**config.mk**
```make
export PLATFORM = sky130hd
export DESIGN_NAME = com_bus_arbiter
export DESIGN_NICKNAME = d
export VERILOG_FILES = /design/src/rtl/com_bus_arbiter.sv
export SDC_FILE = /design/constraint.sdc
export NUM_CORES = 1
export LEC_CHECK = 0
export CAP_MARGIN = 5
export CORE_ASPECT_RATIO = 0.75
export CORE_MARGIN = 10
export CORE_UTILIZATION = 40
export DETAILED_ROUTE_END_ITERATION = 8
export PLACE_DENSITY = 0.73
export SYNTH_ARGS = -nofsm -noshare
export SYNTH_HDL_FRONTEND = slang
export SYNTH_SLANG_ARGS = --single-unit
```
**constraint.sdc**
```tcl
create_clock -name clk -period 1.75 [get_ports clk]
set_input_delay 0.35 -clock clk [delete_from_list [all_inputs] [get_ports clk]]
set_output_delay 0.35 -clock clk [all_outputs]
set_load 0.005 [all_outputs]
```
**src/rtl/com_bus_arbiter.sv**
```systemverilog
`default_nettype none
// ============================================================================
// Module      : com_bus_arbiter
// Description : Round-robin arbiter for the shared common bus of four caches.
//               Non-preemptive grants with a one-cycle turnaround between owners.
// Revision    : 1.0 - initial release
// ============================================================================

module com_bus_arbiter #(
    parameter int NUM_PROC  = 4,
    parameter int MAX_HOLD  = 64,
    parameter int CNT_WIDTH = 8
) (
    input  logic                clk,
    input  logic                rst,
    input  logic [NUM_PROC-1:0] Com_Bus_Req_proc,
    output logic [NUM_PROC-1:0] Com_Bus_Gnt_proc,
    output logic [1:0]          Bus_Owner,
    output logic                Bus_Busy,
    output logic                Hold_err
);

    typedef enum logic [1:0] {
        S_IDLE  = 2'd0,
        S_GRANT = 2'd1,
        S_TURN  = 2'd2
    } state_t;

    localparam logic [CNT_WIDTH-1:0] c_cnt_max  = {CNT_WIDTH{1'b1}};
    localparam logic [CNT_WIDTH-1:0] c_hold_lim = CNT_WIDTH'(MAX_HOLD - 1);

    state_t                r_state;
    state_t                w_state_nxt;
    logic [NUM_PROC-1:0]   r_gnt;
    logic [1:0]            r_owner;
    logic [CNT_WIDTH-1:0]  r_hold_cnt;
    logic                  r_hold_err;

    logic [1:0]            w_cand_idx [4];
    logic [3:0]            w_cand_req;
    logic [1:0]            w_winner;
    logic                  w_any_req;
    logic                  w_owner_req;
    logic                  w_new_grant;
    logic                  w_release;

    // Candidate j is owner+1+j (mod 4); the current owner is always searched last.
    genvar j;
    generate
        for (j = 0; j < 4; j++) begin : g_cand
            assign w_cand_idx[j] = r_owner + 2'(j + 1);
            assign w_cand_req[j] = Com_Bus_Req_proc[w_cand_idx[j]];
        end
    endgenerate

    always_comb begin
        w_winner = w_cand_idx[3];
        if (w_cand_req[2]) w_winner = w_cand_idx[2];
        if (w_cand_req[1]) w_winner = w_cand_idx[1];
        if (w_cand_req[0]) w_winner = w_cand_idx[0];
    end

    assign w_any_req   = |Com_Bus_Req_proc;
    assign w_owner_req = Com_Bus_Req_proc[r_owner];

    always_ff @(posedge clk) begin
        if (rst) begin
            r_state <= S_IDLE;
        end else begin
            r_state <= w_state_nxt;
        end
    end

    always_comb begin
        w_state_nxt = r_state;
        w_new_grant = 1'b0;
        w_release   = 1'b0;
        case (r_state)
            S_IDLE, S_TURN: begin
                if (w_any_req) begin
                    w_state_nxt = S_GRANT;
                    w_new_grant = 1'b1;
                end else begin
                    w_state_nxt = S_IDLE;
                end
            end
            S_GRANT: begin
                if (!w_owner_req) begin
                    w_state_nxt = S_TURN;
                    w_release   = 1'b1;
                end
            end
            default: begin
                w_state_nxt = S_IDLE;
            end
        endcase
    end

    always_ff @(posedge clk) begin
        if (rst) begin
            r_gnt   <= '0;
            r_owner <= 2'd3;
        end else if (w_new_grant) begin
            r_gnt   <= NUM_PROC'(1) << w_winner;
            r_owner <= w_winner;
        end else if (w_release) begin
            r_gnt   <= '0;
        end
    end

    // Hold watchdog: counter restarts per grant; error is sticky until reset.
    always_ff @(posedge clk) begin
        if (rst) begin
            r_hold_cnt <= '0;
            r_hold_err <= 1'b0;
        end else begin
            if (w_new_grant) begin
                r_hold_cnt <= '0;
            end else if (r_state == S_GRANT && r_hold_cnt != c_cnt_max) begin
                r_hold_cnt <= r_hold_cnt + 1'b1;
            end
            if (r_state == S_GRANT && w_owner_req && r_hold_cnt >= c_hold_lim) begin
                r_hold_err <= 1'b1;
            end
        end
    end

    assign Com_Bus_Gnt_proc = r_gnt;
    assign Bus_Owner        = r_owner;
    assign Bus_Busy         = |r_gnt;
    assign Hold_err         = r_hold_err;

endmodule

`default_nettype wire

```
== Word level (Yosys, flattened, before mapping) ==
Index checks and enable logic that the tools add are counted.
Storage, ports and cells
  output and inout port bits: 8
  word-level logic and storage cells: 48
  input bits: 6
  flip-flop bits (word level): 17
Cells by class
  eq/ne operators: 4
  reduce and logical (&&, ||, !) cells: 9
  magnitude comparators: 5
  shifts and indexed selects: 1
  muxes and demuxes: 20
  $add $sub $neg: 4
Operator list (count)
  < comparator 2 x 3 -> 1 bit, second input constant: 4
  two-way mux 1 bit: 9
  adder 8 x 1 -> 8 bit, second input constant: 1
  binary-select mux 1 bit (select 2 bit): 4
  greater-or-equal comparator 8 x 6 -> 1 bit, second input constant: 1
  two-way mux 2 bit: 4
  two-way mux 4 bit: 2
  != test 8 bit, second input constant: 1
  OR reduction 4 bit: 2
  adder 2 bit, second input constant: 2
  case mux 2 bit (2 select lines): 1
  OR reduction 2 bit: 2
  left shift 1 x 2 -> 4 bit, first input constant: 1
  logical AND 1 bit: 3
  adder 2 x 1 -> 2 bit, second input constant: 1
  == test 2 x 1 -> 1 bit, second input constant: 1
  == test 2 bit, second input constant: 1
  zero test 2 bit: 1
  != test 2 bit, second input constant: 1
  nonzero test 2 bit: 1

== Depth between registers and ports, before layout ==
Gate-level depths: netlist of the first run.
  word-level depth: 8
  gate-level depth with buffers: 6
  mapped depth without buffers: 5

== Worst setup path after synthesis of the first run ==
No wires, ideal clock.
  path type: register -> register
  from: register r_owner[1], in the netlist Bus_Owner[1]
  to: register r_gnt[1], in the netlist Com_Bus_Gnt_proc[1]
  cell stages (with the launch flop): 5
  buffers on the path: 0
  path slack: 0.298 ns
  setup time: 0.117 ns
  required time: 1.633 ns
  clock period less this slack: 1.452 ns
  arrival time: 1.334 ns
  cell sequence: dfxtp_1 mux4_2 inv_1 a21oi_2 a32o_1
On the way
  word-level cells in the longest chain between the ends: 8
  elaborated cells on any way between the ends: 19
  those cells by class: 3 x add/sub; 1 x shift; 14 x mux; 1 x reduce/logical
Ends and longest elaborated chain
  from (decl): line 35  | logic [1:0] r_owner;
  from (signal assigned): line 105  | r_owner <= w_winner;
  adder 2 bit: line 51  | assign w_cand_idx[j] = r_owner + 2'(j + 1);
  binary-select mux 1 bit (select 2 bit): line 52  | assign w_cand_req[j] = Com_Bus_Req_proc[w_cand_idx[j]];
  two-way mux 1 bit (not written as such): line 52
  two-way mux 2 bit: line 58  | if (w_cand_req[2]) w_winner = w_cand_idx[2];
  two-way mux 2 bit: line 59  | if (w_cand_req[1]) w_winner = w_cand_idx[1];
  two-way mux 2 bit: line 60  | if (w_cand_req[0]) w_winner = w_cand_idx[0];
  left shift 1 x 2 -> 4 bit: line 104  | r_gnt <= NUM_PROC'(1) << w_winner;
  two-way mux 4 bit: line 103  | end else if (w_new_grant) begin
  to (signal assigned): line 104
  to (decl): line 34  | logic [NUM_PROC-1:0] r_gnt;
Several ways; a longest one is shown, not always the timed one. The select of a mux whose other input is x is not followed.
A chain may end at the register's enable or synchronous reset.

== Final worst setup path of the first run ==
  from: register r_gnt[3], in the netlist Com_Bus_Gnt_proc[3]
  to: output Bus_Busy
On the way
  word-level cells in the longest chain between the ends: 1
Ends and longest elaborated chain
  OR reduction 4 bit: line 130  | assign Bus_Busy = |r_gnt;
  to (decl): line 19  | output logic Bus_Busy,
No other way between the ends.

==> impl_results.md, run 1 <==
* CP max stage delay at 0.52 ns
* FF-to-FF Start: r_hold_cnt[0]
* Crit path required time at 1.40 ns
* Yosys cell types at 32
* Reg2Reg Depth at 5
* Crit path from: Com_Bus_Gnt_proc[3]
* Num rows at 13
* Drt via density at 5.529
* Clock Skew at 0.003954 ns
* Synth Flop Type: dfxtp_1
* Layout fillers at 168
* Status: finished, final reports clean
* Crit Path Category: reg -> out
* Critical R2R Capture: r_hold_cnt[7]
* Peak supply drop at 0.4583 mV
* Slowest cell on the critical path: or4_1
* Fmax achieved at 614.0 MHz
* Max-slew violation count at 0
* Slew HR at 0.7195
* Die X at 71.67 µm
* Synth top area share at 0.4250
* Hold_sp: Com_Bus_Gnt_proc[2]
* Avg Cell Area, Syn at 8.997 µm²
* CTS Buffer Depth at 2
* RePlAce Congestion at 0.8245
* TritonCTS Buffers at 3
* Syn-to-layout area delta at 30.16%
* Max Cap Viol at 0
* RSZ-0062 raised after global routing: no
* Minimum clock period at 1.629 ns
* Hold buffer count at cts at 0
* Min-Delay Path Class: reg -> reg
* Initial DRT Pass Iterations at 4
* Remaining global-route overflow at 0
* Buffers added on ports at 13
* I/O Pins at 14
* Mapped Cells at 89
* Asr flop ratio synth at 0
* Hold endpoint: Com_Bus_Gnt_proc[2]
* CP arrival at 1.28 ns
* DP Worst Slack at -0.1340 ns
* R2R Setup Slk at 0.16 ns
* Nets at 122
* GR Util All Layers at 0.1020
* First-pass GRT wire length at 3415 µm
* Mapped Nets at 96
* ANT cells at 0
* Synth warn at 0
* Final setup vio count at 0
* Crit path max fanout at 3
* Initial Util at 0.4396
* Mapped Area at 800.8 µm²
* Final Util at 0.5721
* Slew @ Worst Pin at 0.4206 ns
* Die ar. at 0.004210 mm²
* EDFF count, synth at 0
* DRT iter0 DRCs at 45
* Final hold viol count at 0
* Fin crit share at 0.9306
* H-tree levels at 1
* Clock transition at path regs at 0.09 ns
* Layout cells sized above 1 at 0.1842
* Crit end category: primary output
* Clock sink total at 17
* CTS root buf: clkbuf_4
* Synth area leaders: dfxtp_1 (43%), a21oi_1 (5.0%), o21ai_0 (4.4%)
* Largest net degree at the start of global routing at 13
* CTS tree: done
* Avg WL per Cell at 14.26 µm
* Type of origin of the critical path: flip-flop
* Core ar. at 0.001822 mm²
* Power per Cell Area at 809.6 mW/mm²
* Die H at 58.75 µm
* DRC at 0
* DRT Wirelength at 1939 µm
* Top post-synthesis cells by count: dfxtp_1 (17), a21oi_1 (8), o21ai_0 (7), nand2_1 (5), nor2_1 (5)
* Most common cell in the netlist: dfxtp_1
* Pwr Total at 0.0008438 W
* Total negative setup slack at 0 ns
* Post-DP HPWL at 1516 µm
* Antenna violations before repair at 0
* Fin worst setup slack at 0.1215 ns
* Critical Path, Cell by Cell: or4_1 > clkbuf_2
* Hold-critical path depth at 1
* Antenna viol nets, final at 0
* Leakage at 0.3780 nW
* Clk Latency, worst-skew pair at 0.29 ns
* Via Count at 752
* Yosys reg bits at 17
* Register area share after synthesis at 0.4250
* Vias in the first global route at 722
* Largest area contributor in the netlist: dfxtp_1
[area by class of cell]
cell class / count / area, µm² / area share
well taps: 22 / 27.53 / 0.02641
repair buffers: 22 / 192.7 / 0.1849
multi-input cells: 68 / 441.7 / 0.4238
flip-flops and latches: 17 / 342.8 / 0.3289
inverters: 3 / 11.26 / 0.01080
clock buffers: 4 / 26.28 / 0.02521
[per-layer routing]
| layer | wire [µm] | GRT usage |
|---|---|---|
| met4 | 30 | 0.04959 |
| met1 | 976 | 0.1173 |
| met5 | 0 | 0 |
| met3 | 131 | 0.05528 |
| met2 | 801 | 0.1508 |
[flip-flops by register name, indices dropped and copies added, names as in the netlist]
name,count
r_hold_cnt,8
Com_Bus_Gnt_proc,4
Bus_Owner,2
r_state,2
Hold_err,1
[layout by cell type (no fill, tap or decap), types with 2 or more instances in the layout]
cell type,instances
a21oi_1,8
buf_4,9
o21ai_0,7
nor3_1,3
dfxtp_2,2
nand4_1,3
a32o_1,2
nor4_1,2
dfxtp_1,15
or4_1,3
or3_1,3
nor2b_1,2
o31ai_1,2
inv_1,3
o2bb2ai_1,2
nand3_1,4
clkdlybuf4s50_1,12
nand2_1,5
nor2_1,5
clkbuf_4,3
o21ai_2,2
o21a_1,2
[stage by stage]
step / hold slack [ns] / instance area, µm² / std cells
after floorplan: 0.4191 / 800.8 / 89
after detailed placement: 0.4655 / 1018 / 132
final: 0.4907 / 1042 / 136
after global placement: 0.4732 / 1018 / 132
after CTS: 0.4953 / 1046 / 136
after global routing: 0.5207 / 1042 / 136
[worst max-delay path by stage]
stage	to	slack (ns)
final	Bus_Busy	0.12
after global routing	Com_Bus_Gnt_proc[0]	0.03
after CTS	Bus_Busy	0.004
after detailed placement	Com_Bus_Gnt_proc[3]	-0.13
after global placement	Com_Bus_Gnt_proc[3]	-0.10
after floorplan	Com_Bus_Gnt_proc[1]	0.30
[worst max-delay path, delay by kind of cell, from the launching register on]
kind | cells | cell delay, ns
flip-flops | 1 | 0.34
AND/OR/NAND/NOR | 1 | 0.52
buffers and inverters | 1 | 0.13
[report_power, final]
group,total (W),switching [W],internal (W)
clock,0.000213,0.000124,0.0000888
sequential,0.000436,0.0000257,0.000410
combinational,0.000195,0.0000884,0.000107
[kinds of logic (layout without fill, tap and decap cells)]
family	Yosys count	in the layout	synth area share
AOI/OAI and AO/OA	28	28	0.2297
xor gates and xnor gates	1	1	0.01094
adders and majority gates	1	1	0.01562
buffers and inverters	4	29	0.02344
DFF	17	17	0.4250
muxes	2	2	0.04062
and+or+nand+nor	36	36	0.2547
[timing repair]
action,CTS,global route
gates resized for setup,3,2
buffers inserted,0,0
endpoints found under the setup margin,1,2
endpoints found under the hold margin,0,0
gates cloned,0,0
Power figures use the tool's default switching activity.
==> run 2, diff against run 1 <==
--- a/config.mk
+++ b/config.mk
@@ -10,7 +10,7 @@
 export CORE_MARGIN = 10
 export CORE_UTILIZATION = 40
 export DETAILED_ROUTE_END_ITERATION = 8
-export PLACE_DENSITY = 0.73
 export SYNTH_ARGS = -nofsm -noshare
 export SYNTH_HDL_FRONTEND = slang
 export SYNTH_SLANG_ARGS = --single-unit
+export TNS_END_PERCENT = 10
==> run 2 against run 1 <==
  * Sequential share of layout area shrank 0.55 points
  * Sequential cell count is the same
  * Clock skew shrank 0.0022 ns
  * Critical path depth shrank 1
  * Combinational power grew 5%
  * Hold slack gained 0.013 ns
  * Global-route usage grew 0.087 points
  * Clock power is essentially flat
  * First-iteration DRC count shrank 33%
  * Non-clock buffer count grew 1
  * Worst setup slack lost 0.028 ns
==> impl_results.md, run 2 (synthesis gave the netlist of run 1 again) <==
* Status: finished, final reports clean
* Area of the multi-input gates at 449.2 µm²
* DRC at 0
* Clock transition at path regs at 0.10 ns
* Leakage at 0.3849 nW
* Die ar. at 0.004210 mm²
* TritonCTS Buffers at 3
* Peak supply drop at 0.6549 mV
* Drt via density at 5.555
* Largest register by flop count: r_hold_cnt
* RePlAce Congestion at 0.7809
* Slew @ Worst Pin at 0.3511 ns
* DRT iter0 DRCs at 30
* I/O Pins at 14
* CTS Buffer Depth at 2
* Clk Latency, worst-skew pair at 0.29 ns
* DRT Wirelength at 1991 µm
* CP max stage delay at 0.55 ns
* Remaining global-route overflow at 0
* Final Util at 0.5797
* Max reg flops at 8
* Slowest cell on the critical path: clkdlybuf4s50_1
* Critical Path, Cell by Cell: clkdlybuf4s50_1
* Syn-to-layout area delta at 31.87%
* Layout cells sized above 1 at 0.1826
* Reg area at 341.6 µm²
* Total negative setup slack at 0 ns
* Num rows at 13
* Final hold viol count at 0
* Antenna viol nets, final at 0
* Slew HR at 0.7641
* Most frequent cells in the layout: dfxtp_1 (16), clkdlybuf4s50_1 (12), buf_4 (10)
* Final setup vio count at 0
* Antenna violations before repair at 0
* Commonest non-fill, non-tap cell in the layout: dfxtp_1
* Post-DP HPWL at 1499 µm
* Avg WL per Cell at 14.53 µm
* Minimum clock period at 1.656 ns
* Type of origin of the critical path: flip-flop
* Worst Path Buf+Inv at 1
* Fmax achieved at 603.7 MHz
* Fin area at 0.001056 mm²
* Max Cap Viol at 0
* Buffers added on ports at 13
* Core ar. at 0.001822 mm²
* Initial Util at 0.4396
* Layout fillers at 169
* ANT cells at 0
* Crit end category: primary output
* CTS tree: done
* Crit Path Category: reg -> out
* Final hold slack at 0.5039 ns
* Hold buffer count at cts at 0
* H-tree levels at 1
* CTS root buf: clkbuf_4
* Post-CTS Setup Inserts at 0
* Vias in the first global route at 740
* Power per Cell Area at 805.5 mW/mm²
* Nets at 123
* Placed inst area at 0.001026 mm²
* Initial DRT Pass Iterations at 5
* Crit path required time at 1.40 ns
* Min-Delay Path Class: reg -> reg
* CP arrival at 1.31 ns
* Via Count at 761
* Max-slew violation count at 0
* Fin crit share at 0.9465
* Largest net degree at the start of global routing at 13
* Clock Skew at 0.001761 ns
* GR Util All Layers at 0.1028
* Crit path max fanout at 6
* Clock sink total at 17
* Die X at 71.67 µm
* Die H at 58.75 µm
* First-pass GRT wire length at 3594 µm
* RSZ-0062 raised after global routing: no
* Crit path max-delay family: buffers and inverters
[run 2: routing by layer]
layer	part of all wire	track usage
met4	0.0065	0.01653
met5	0	0
met2	0.38	0.1457
met1	0.52	0.1376
met3	0.086	0.05025
[run 2: timing repair]
action / 4_1_cts / 5_1_grt
setup endpoints to repair: 1 / 3
endpoints found under the hold margin: 0 / 0
resized for setup: 2 / 3
[run 2: area by class of cell]
class                      count  area share
multi-input combinational     68      0.4254
sequential                    17      0.3235
timing repair buffer          23      0.1896
tap                           22     0.02607
clock buffer                   4     0.02488
inverter                       3     0.01066
[run 2: stage by stage]
stage	total power, W	setup slack (ns)	cells
final	0.0008506	0.09364	137
after detailed placement	0.0006494	-0.1236	133
after global placement	0.0006498	-0.1388	133
after global routing	0.0008963	0.009953	137
after floorplan	0.0005386	0.2984	89
after CTS	0.0008575	0.01163	137
[run 2: final timing paths]
kind / startpoint / to / slack (ns) / cells after the start
max: Bus_Owner[0] / Bus_Owner[0] / 0.09 / 1
min: Com_Bus_Gnt_proc[2] / Com_Bus_Gnt_proc[2] / 0.50 / 1
max reg2reg: r_hold_cnt[0] / r_hold_cnt[7] / 0.16 / 5
min reg2reg: Com_Bus_Gnt_proc[2] / Com_Bus_Gnt_proc[2] / 0.50 / 1
[run 2: report_power, final]
part	switching, W	total (W)	internal [W]	leakage (nW)
combinational	0.0000934	0.000205	0.000111	0.232
clock	0.000123	0.000211	0.0000885	0.0150
sequential	0.0000251	0.000435	0.000410	0.138
